**config.mk**
```make
export PLATFORM = sky130hd
export DESIGN_NAME = sample_word_packer
export DESIGN_NICKNAME = d
export VERILOG_FILES = /design/src/rtl/sample_word_packer.sv
export SDC_FILE = /design/constraint.sdc
export NUM_CORES = 1
export LEC_CHECK = 0
export ABC_AREA = 1
export BUFFER_PORTS_ARGS = -buffer_cell sky130_fd_sc_hd__buf_4
export CAP_MARGIN = 20
export CORE_MARGIN = 2
export CORE_UTILIZATION = 37
export CTS_BUF_LIST = sky130_fd_sc_hd__clkbuf_4 sky130_fd_sc_hd__clkbuf_8
export CTS_CLUSTER_SIZE = 12
export DETAILED_ROUTE_END_ITERATION = 7
export HOLD_SLACK_MARGIN = 0.12
export SYNTH_ARGS = -nofsm -noshare
export SYNTH_HDL_FRONTEND = slang
export SYNTH_SLANG_ARGS = --single-unit
```
**constraint.sdc**
```tcl
create_clock -name clk -period 22.6 [get_ports clk]
set_input_delay 0 -clock clk [delete_from_list [all_inputs] [get_ports clk]]
set_output_delay 0 -clock clk [all_outputs]
set_load 0.02 [all_outputs]
```
**src/rtl/sample_word_packer.sv**
```systemverilog
// Packs SAMPLE_W-bit samples into DRAM_W-bit words, buffers them in a small FIFO and issues addressed DRAM writes.
// Optional feature macro: PACKER_OVF_COUNT_EN builds the saturating dropped-word counter driving ovf_count.
module sample_word_packer #(
    parameter int SAMPLE_W   = 32,
    parameter int DRAM_W     = 128,
    parameter int ADX_W      = 27,
    parameter int ADX_STEP   = 8,
    parameter int PAGE_WORDS = 1024,
    parameter int FIFO_DEPTH = 4
) (
    input  logic                clk,
    input  logic                reset,
    input  logic                start,
    input  logic [ADX_W-1:0]    base_adx,
    input  logic                we,
    input  logic [SAMPLE_W-1:0] sample_in,
    input  logic                flush,
    input  logic                write_allowed,
    output logic                write_req,
    output logic [DRAM_W-1:0]   dram_data,
    output logic [ADX_W-1:0]    dram_adx,
    output logic                page_full,
    output logic                overflow,
    output logic                busy,
    output logic [31:0]         words_written,
    output logic [15:0]         ovf_count
);

    localparam int LANES  = DRAM_W / SAMPLE_W;
    localparam int LANE_W = (LANES > 1) ? $clog2(LANES) : 1;
    localparam int PTR_W  = $clog2(FIFO_DEPTH);
    localparam int CNT_W  = PTR_W + 1;

    localparam logic [LANE_W-1:0] LAST_LANE = LANE_W'(LANES - 1);
    localparam logic [CNT_W-1:0]  DEPTH_L   = CNT_W'(FIFO_DEPTH);
    localparam logic [31:0]       PAGE_L    = 32'(PAGE_WORDS);
    localparam logic [ADX_W-1:0]  STEP_L    = ADX_W'(ADX_STEP);

    typedef enum logic [1:0] {S_IDLE, S_CAPTURE, S_DRAIN, S_FULL} state_t;

    state_t              state_q, state_d;
    logic [LANE_W-1:0]   lane_q, lane_d;
    logic [DRAM_W-1:0]   word_q, word_d;
    logic                pend_q, pend_d;
    logic [DRAM_W-1:0]   pend_word_q, pend_word_d;
    logic [PTR_W-1:0]    wr_ptr_q, wr_ptr_d;
    logic [PTR_W-1:0]    rd_ptr_q, rd_ptr_d;
    logic [CNT_W-1:0]    cnt_q, cnt_d;
    logic [31:0]         accepted_q, accepted_d;
    logic [ADX_W-1:0]    next_adx_q, next_adx_d;
    logic                write_req_q, write_req_d;
    logic [DRAM_W-1:0]   dram_data_q, dram_data_d;
    logic [ADX_W-1:0]    dram_adx_q, dram_adx_d;
    logic                page_full_q, page_full_d;
    logic                overflow_q, overflow_d;
    logic [31:0]         words_written_q, words_written_d;

    logic [DRAM_W-1:0]   fifo_mem [FIFO_DEPTH];
    logic [DRAM_W-1:0]   word_packed;
    logic [CNT_W-1:0]    occ_after;
    logic                pop, capturing, take, complete, accept, drop;

    // A completed word waits one cycle in the pending stage; room is reserved for it at completion,
    // so the later FIFO push can never fail and drop/page accounting is decided in one place.
    assign pop       = (cnt_q != '0) && write_allowed;
    assign occ_after = cnt_q + CNT_W'(pend_q) - CNT_W'(pop);
    assign capturing = (state_q == S_CAPTURE);
    assign take      = capturing && we;
    assign complete  = capturing && ((take && lane_q == LAST_LANE) || (flush && (take || lane_q != '0)));
    assign accept    = complete && (occ_after < DEPTH_L);
    assign drop      = complete && !accept;

    always_comb begin
        word_packed = word_q;
        for (int l = 0; l < LANES; l++) begin
            if (take && lane_q == LANE_W'(l)) begin
                word_packed[l*SAMPLE_W +: SAMPLE_W] = sample_in;
            end
        end
    end

    // NOTE: every _d gets its default before any branch, so no path can leave one unassigned and infer a latch.
    always_comb begin
        state_d         = state_q;
        lane_d          = lane_q;
        word_d          = word_q;
        pend_d          = accept;
        pend_word_d     = word_packed;
        wr_ptr_d        = wr_ptr_q;
        rd_ptr_d        = rd_ptr_q;
        cnt_d           = occ_after;
        accepted_d      = accepted_q;
        next_adx_d      = next_adx_q;
        write_req_d     = pop;
        dram_data_d     = dram_data_q;
        dram_adx_d      = dram_adx_q;
        page_full_d     = page_full_q;
        overflow_d      = overflow_q;
        words_written_d = words_written_q;

        if (complete) begin
            lane_d = '0;
            word_d = '0;
        end else if (take) begin
            lane_d = lane_q + LANE_W'(1);
            word_d = word_packed;
        end

        if (pend_q) wr_ptr_d = wr_ptr_q + PTR_W'(1);
        if (accept) accepted_d = accepted_q + 32'd1;
        if (drop)   overflow_d = 1'b1;

        if (pop) begin
            rd_ptr_d        = rd_ptr_q + PTR_W'(1);
            dram_data_d     = fifo_mem[rd_ptr_q];
            dram_adx_d      = next_adx_q;
            next_adx_d      = next_adx_q + STEP_L;
            words_written_d = words_written_q + 32'd1;
            if (words_written_q + 32'd1 == PAGE_L) page_full_d = 1'b1;
        end

        case (state_q)
            S_CAPTURE: begin
                if (accept && accepted_q + 32'd1 == PAGE_L) state_d = S_FULL;
                else if (flush)                             state_d = S_DRAIN;
            end
            S_DRAIN: begin
                if (cnt_q == '0 && !pend_q) state_d = S_CAPTURE;
            end
            default: ;
        endcase

        // start overrides everything, including a sample presented in the same cycle.
        if (start) begin
            state_d         = S_CAPTURE;
            lane_d          = '0;
            word_d          = '0;
            pend_d          = 1'b0;
            wr_ptr_d        = '0;
            rd_ptr_d        = '0;
            cnt_d           = '0;
            accepted_d      = '0;
            next_adx_d      = base_adx;
            write_req_d     = 1'b0;
            page_full_d     = 1'b0;
            overflow_d      = 1'b0;
            words_written_d = '0;
        end
    end

    // NOTE: sequential state uses non-blocking assignments so every register samples pre-edge values.
    always_ff @(posedge clk or posedge reset) begin
        if (reset) begin
            state_q         <= S_IDLE;
            lane_q          <= '0;
            word_q          <= '0;
            pend_q          <= 1'b0;
            pend_word_q     <= '0;
            wr_ptr_q        <= '0;
            rd_ptr_q        <= '0;
            cnt_q           <= '0;
            accepted_q      <= '0;
            next_adx_q      <= '0;
            write_req_q     <= 1'b0;
            dram_data_q     <= '0;
            dram_adx_q      <= '0;
            page_full_q     <= 1'b0;
            overflow_q      <= 1'b0;
            words_written_q <= '0;
        end else begin
            state_q         <= state_d;
            lane_q          <= lane_d;
            word_q          <= word_d;
            pend_q          <= pend_d;
            pend_word_q     <= pend_word_d;
            wr_ptr_q        <= wr_ptr_d;
            rd_ptr_q        <= rd_ptr_d;
            cnt_q           <= cnt_d;
            accepted_q      <= accepted_d;
            next_adx_q      <= next_adx_d;
            write_req_q     <= write_req_d;
            dram_data_q     <= dram_data_d;
            dram_adx_q      <= dram_adx_d;
            page_full_q     <= page_full_d;
            overflow_q      <= overflow_d;
            words_written_q <= words_written_d;
        end
    end

    // NOTE: FIFO storage is deliberately not reset; the pointers and count alone define which entries are valid.
    always_ff @(posedge clk) begin
        if (pend_q) fifo_mem[wr_ptr_q] <= pend_word_q;
    end

`ifdef PACKER_OVF_COUNT_EN
    logic [15:0] ovf_cnt_q, ovf_cnt_d;

    always_comb begin
        ovf_cnt_d = ovf_cnt_q;
        if (start)                              ovf_cnt_d = '0;
        else if (drop && ovf_cnt_q != 16'hFFFF) ovf_cnt_d = ovf_cnt_q + 16'd1;
    end

    always_ff @(posedge clk or posedge reset) begin
        if (reset) ovf_cnt_q <= '0;
        else       ovf_cnt_q <= ovf_cnt_d;
    end

    assign ovf_count = ovf_cnt_q;
`else
    assign ovf_count = '0;
`endif

    assign write_req     = write_req_q;
    assign dram_data     = dram_data_q;
    assign dram_adx      = dram_adx_q;
    assign page_full     = page_full_q;
    assign overflow      = overflow_q;
    assign words_written = words_written_q;
    assign busy          = (lane_q != '0) || pend_q || (cnt_q != '0);

endmodule

```
==> reports/qor.yml, run 1 <==
status:
  status: "finished, final reports clean"
critical_path:
  start_kind: "flop"
  path_max_fanout: 91
  cp_data_required_time_ns: 23.30
  worst_setup_path_end_kind: "flop"
  cp.arrival_ns: 5.44
  r2r-start: "cnt_q[1]"
  rr_worst_depth: 17
  r2r_setup_slack_ns: 17.86
  reg2reg_to: "accepted_q[27]"
  crit_type: "flop to flop"
  crit_end: "accepted_q[27]"
  crit_start: "cnt_q[1]"
synth:
  synth_top_flop_cell: "dfrtp_1"
  synth_seq_cells: 1029
  yosysWarnings: 0
  synthesis.area_um2: 40410
  async_reset_ff_share_pct: 50.24
  ys_types: 37
  synth_edf_count: 512
  syn_avg_cell_area_um2: 10.75
  syn_inst: 3761
  ys_seq_area_share_pct: 70.06
detailed_routing:
  vias: 27690
  wl_per_cell_um: 18.59
  routed_via_density: 4.816
  drt_pass1_iterations: 5
  dr.first_iter.drc_count: 2091
  wl_um: 106900
  ant_nets: 0
  drc: 0
floorplan:
  die_area_um2: 111900
  io_pins: 272
  floorplan.initialDensity_pct: 37.23
  rows: 121
  die_y_um: 334.5
  die_w_um: 334.5
  core-area_um2: 108600
clock_tree:
  path_clk_slew_ns: 0.06
  clkLatencyLatePin_ns: 0.85
  root_buffer: "clkbuf_8"
  cts_tree: "yes"
  cts_sinks: 1029
  clockBufferDepth: 3
  cts_resized: 0
  htree_levels: 4
  holdBufCountCts: 153
  cts_buffers: 166
  post-cts-setup-buffers: 0
job:
  drv_cap: 0
grt:
  grt-busiest-layer: "met2"
  grt_pass1_vias: 27020
  use_met1_pct: 25.32
  grt_pass1_wl_um: 161600
  grt_use_met3_pct: 5.129
  grtUsageTotal_pct: 19.08
  met2_usage_pct: 29.91
  grt_antenna_before_repair: 15
  grt_overflow: 0
  grt_max_degree: 155
power:
  p_sw_mw: 1.702
  p_seq_share_pct: 45.7
  total_power_mw: 5.296
  swShare_pct: 32.14
  p_int_mw: 3.594
  irDropWorstVdd_uv: 63.98
  p_leak_nw: 21.24
  p_per_area_nw_per_um2: 108.3
  clockPowerShare_pct: 32.5
  p_comb_share_pct: 21.8
finish:
  final_common_cell: "nor2_1"
  drive_gt1_share_pct: 14.67
  fin_nets: 4270
  syn_to_final_growth_pct: 21.01
  fin_cells: 5749
  fillers: 9927
  final_cell_mix: "nor2_1, dfrtp_1, edfxtp_1"
sta:
  period_needed_ns: 4.735
  max_freq_mhz: 211.2
  drv_slew: 0
  fin_crit_sh_pct: 20.95
  max_slew_margin_pct: 24.32
  final-hold-violation-count: 0
  setup_violations: 0
  rsz0062_at_grt: "no"
  clock-skew-final_ns: 0.05022
  tns_ns: 0
  tightest_slew_ns: 1.135
placed_design:
  place_congestion: 0.8731
  placed_cells: 5280
  port_buffers: 255
  dpl.hpwl_um: 60990
min_path:
  min_from: "sample_in[23]"
  min_path_type: "input pin to flop"
[worst max-delay path, cell delays in order (launching register included)]
cell     delay (ns)
dfrtp_1        0.42
nor3_1         0.16
inv_1          0.09
nand2_2        0.06
buf_4          0.47
inv_8          0.33
ha_1           0.37
inv_1          0.06
ha_1           0.13
inv_1          0.05
fa_1           0.38
xnor2_1        0.19
xor2_1         0.26
nand3_1        0.28
nor2_1         0.83
buf_4          0.36
nand2_1        0.07
o21ai_0        0.08
[Yosys cell counts (16+ instances only)]
cell type	number	area share, %
nand2_1	444	4.1
nor3_1	24	0.30
nor2_1	864	8.0
o211ai_1	16	0.30
inv_1	385	3.6
clkbuf_1	159	1.5
xor2_1	49	1.1
buf_4	16	0.30
edfxtp_1	512	38
o22ai_1	16	0.25
o21ai_0	460	5.7
a31oi_1	129	2.0
dfrtp_1	517	32
nand3_1	54	0.67
[layer usage]
| metal | vias to the layer above | routed length (µm) |
|---|---|---|
| li1 | 13220 | - |
| met1 | 13380 | 46500 |
| met2 | 902 | 48410 |
| met3 | 176 | 8791 |
| met4 | 2 | 3180 |
| met5 | - | 13 |
[flip-flops by register name, summed over array words and instances (netlist names)]
name / flops
accepted_q: 32
cnt_q: 3
dram_adx: 27
dram_data: 128
fifo_mem: 512
lane_q: 2
next_adx_q: 27
overflow: 1
page_full: 1
pend_q: 1
pend_word_q: 128
rd_ptr_q: 2
state_q: 2
word_q: 128
words_written: 32
wr_ptr_q: 2
write_req: 1
[kinds of logic after synthesis]
logic type               Yosys count  share of synthesized area, %
flip-flops                      1029                         70.06
XOR/XNOR                          54                         1.170
adder cells (fa/ha/maj)           16                        0.5139
AND/OR/NAND/NOR                 1439                         14.12
other                              1                      0.009279
AO/OA/AOI/OAI                    639                         8.542
buffers and inverters            583                         5.592
[worst min path at each step]
stage / slack (ns) / to / cells past startpoint
floorplan: 0.12 / next_adx_q[0] / 2
global placement: 0.18 / dram_data[116] / 2
detailed placement: 0.18 / dram_data[116] / 2
CTS: 0.12 / pend_word_q[94] / 4
global route: 0.16 / pend_word_q[57] / 4
finish: 0.18 / pend_word_q[55] / 4
[metrics by stage]
stage	hold slack (ns)	setup slack, ns	area (µm²)	utilization, %
3_5_place_dp	0.1826	17.86	43650	40.21
6_report	0.1787	17.86	48900	45.05
4_1_cts	0.1204	17.80	48840	45.00
5_1_grt	0.1637	17.30	48900	45.05
3_3_place_gp	0.1781	17.99	43650	40.21
2_1_floorplan	0.1210	8.158	40470	-
[power by group through the flow]
| stage | registers [mW] | logic (mW) | clock network (mW) |
|---|---|---|---|
| CTS | 2.43 | 1.17 | 1.76 |
| detailed placement | 2.46 | 1.14 | 0 |
| floorplan | 2.54 | 0.542 | 0 |
| global placement | 2.45 | 1.12 | 0 |
| global route | 2.45 | 1.28 | 1.86 |
| finish | 2.42 | 1.15 | 1.72 |
[layout make-up]
class	count	area, µm²	share of cell area [%]
tap	1414	1769	3.618
inverter	388	1499	3.065
timing repair buffer	440	3719	7.604
multi-input combinational	2164	9920	20.28
antenna	5	12.51	0.02558
clock buffer	271	3304	6.757
sequential	1029	28320	57.91
clock inverter	38	361.6	0.7394
(Power assumes the default switching activity.)
==> run 2, diff against run 1 <==
clock period = 4.5 ns   (was 22.6 ns; I/O delays follow)
==> reports/qor.yml, run 2 (synthesized netlist as in run 1, its figures left out) <==
finish:
  fin_nets: 4286
  final_common_cell: "nor2_1"
  largest_reg_flops: 512
  top_register: "fifo_mem"
  syn_to_final_growth_pct: 21.36
  final_cell_mix: "nor2_1, dfrtp_1, edfxtp_1"
  fillers: 9898
  drive_gt1_share_pct: 14.67
clock_tree:
  cts_buffers: 165
  path_clk_slew_ns: 0.06
  htree_levels: 4
  post-cts-setup-buffers: 0
  clkLatencyLatePin_ns: 0.85
  cts_tree: "yes"
  cts_sinks: 1029
  clockBufferDepth: 3
  root_buffer: "clkbuf_8"
sta:
  tightest_slew_ns: 1.093
  max_freq_mhz: 264.8
  setup_violations: 0
  period_needed_ns: 3.777
  final-hold-violation-count: 0
  fin_crit_sh_pct: 83.93
  max_slew_margin_pct: 27.11
  rsz0062_at_grt: "no"
  clock-skew-final_ns: 0.05316
  fin_ws_ns: 0.7234
  drv_slew: 0
detailed_routing:
  dr.first_iter.drc_count: 2209
  wl_um: 107800
  drt_pass1_iterations: 5
  drc: 0
  ant_nets: 0
  routed_via_density: 4.861
  wl_per_cell_um: 18.69
  vias: 28050
grt:
  grt_pass1_vias: 27270
  grt_max_degree: 154
  grt_antenna_before_repair: 11
  grt_pass1_wl_um: 163900
  grtUsageTotal_pct: 19.32
  grt_overflow: 0
critical_path:
  crit_family: "simple AND/OR/NAND/NOR gates"
  slowest_stage: "dlygate4sd3_1"
  crit_start: "cnt_q[0]"
  start_kind: "flop"
  path_cells: "nor3_1 > inv_1 > nand2_2 > inv_8 > ha_1 > inv_1 > ha_1 > inv_1 > fa_1 > xnor2_1 > xor2_1 > nand3_1 > nor2_1 > nand2_1 > nor2_2 > nand3_2 > nand2_2 > nand3_1 > dlygate4sd3_1 > nand2_1"
  critPathBufInv: 5
  worst_setup_path_end_kind: "flop"
  r2r-start: "cnt_q[0]"
  path_common_cell: "inv_1"
  rr_worst_depth: 20
  path_max_fanout: 36
  reg2reg_to: "state_q[1]"
  max_stage_delay_ns: 0.56
  cp.arrival_ns: 4.54
  r2r_setup_slack_ns: 0.72
  crit_type: "flop to flop"
  cp_data_required_time_ns: 5.27
power:
  p_leak_nw: 21.29
  total_power_mw: 26.46
  irDropWorstVdd_uv: 312.6
  p_per_area_nw_per_um2: 539.6
  swShare_pct: 32.44
  p_sw_mw: 8.585
  p_seq_share_pct: 45.8
  p_comb_share_pct: 22.4
  p_int_mw: 17.88
  clockPowerShare_pct: 31.9
placed_design:
  dp_slack_ns: 0.7921
  place_congestion: 0.8724
  dpl.hpwl_um: 60890
  port_buffers: 255
floorplan:
  die_w_um: 334.5
  die_y_um: 334.5
  rows: 121
  core-area_um2: 108600
  die_area_um2: 111900
  floorplan.initialDensity_pct: 37.23
  io_pins: 272
min_path:
  min_from: "sample_in[16]"
  hold_end: "pend_word_q[48]"
  holdPathStages: 4
  min_path_type: "input pin to flop"
status:
  status: "finished, final reports clean"
job:
  drv_cap: 0
==> run 2: cell types whose count changed in the layout (fill, tap and decap cells not counted), moves of 2 or more <==
cell           delta
clkbuf_4         +12
dlygate4sd3_1    +12
clkbuf_8         -15
inv_8             -2
buf_4             -4
buf_12           +10
diode_2           +3
clkinv_1          +3
inv_6             +2
==> run 2: how the worst max path moves through the flow <==
stage	end	slack [ns]	depth (start not counted)
floorplan	accepted_q[0]	-2.52	1
global placement	accepted_q[0]	0.92	14
detailed placement	accepted_q[15]	0.79	14
CTS	state_q[1]	0.72	20
global route	state_q[1]	0.35	20
finish	state_q[1]	0.72	20
==> run 2: metrics by stage <==
stage | setup TNS, ns | hold WS [ns] | instances | utilization, % | area (µm²)
2_1_floorplan | -1304.01 | 0.1210 | 3776 | - | 40470
3_3_place_gp | 0 | 0.2130 | 5286 | 40.36 | 43810
3_5_place_dp | 0 | 0.2229 | 5286 | 40.36 | 43810
4_1_cts | 0 | 0.1207 | 5761 | 45.14 | 49000
5_1_grt | 0 | 0.1793 | 5764 | 45.17 | 49030
6_report | 0 | 0.1990 | 5770 | 45.18 | 49040
==> run 2: power groups by stage <==
| stage | registers, mW | logic (mW) | clock network (mW) |
|---|---|---|---|
| global route | 12.3 | 6.57 | 9.06 |
| detailed placement | 12.3 | 5.83 | 0 |
| CTS | 12.1 | 5.98 | 8.65 |
| global placement | 12.3 | 5.75 | 0 |
| floorplan | 12.8 | 2.72 | 0 |
| finish | 12.1 | 5.92 | 8.44 |
==> run 2: repair_timing <==
action | in CTS | in global routing
hold buffers | 165 | 0
gates resized for setup | 0 | 0
hold endpoints to repair | 918 | 0
==> run 2: worst register-to-register path: stages (launching register included) <==
cell and delay, ns:
dfrtp_1 0.38, nor3_1 0.21, inv_1 0.10, nand2_2 0.13, inv_8 0.11, ha_1 0.29, inv_1 0.06, ha_1 0.12
inv_1 0.05, fa_1 0.37, xnor2_1 0.17, xor2_1 0.25, nand3_1 0.29, nor2_1 0.18, nand2_1 0.07, nor2_2 0.10
nand3_2 0.09, nand2_2 0.09, nand3_1 0.06, dlygate4sd3_1 0.56, nand2_1 0.06
==> run 2: final cells by class <==
type / count / area (µm²) / share of cell area [%]
diodes: 8 / 20.02 / 0.04082
clock buffers: 268 / 3188 / 6.501
clock inverters: 42 / 350.3 / 0.7143
inverters: 388 / 1495 / 3.049
multi-input cells: 2164 / 9920 / 20.23
flip-flops and latches: 1029 / 28320 / 57.74
well taps: 1414 / 1769 / 3.607
repair buffers: 457 / 3981 / 8.118
==> run 2: routing by layer <==
metal  wire (µm)  global-route usage, %
met5           7                      0
met4        2234                  6.210
met3        9397                  5.731
met2       50200                  30.77
met1       46010                  25.34
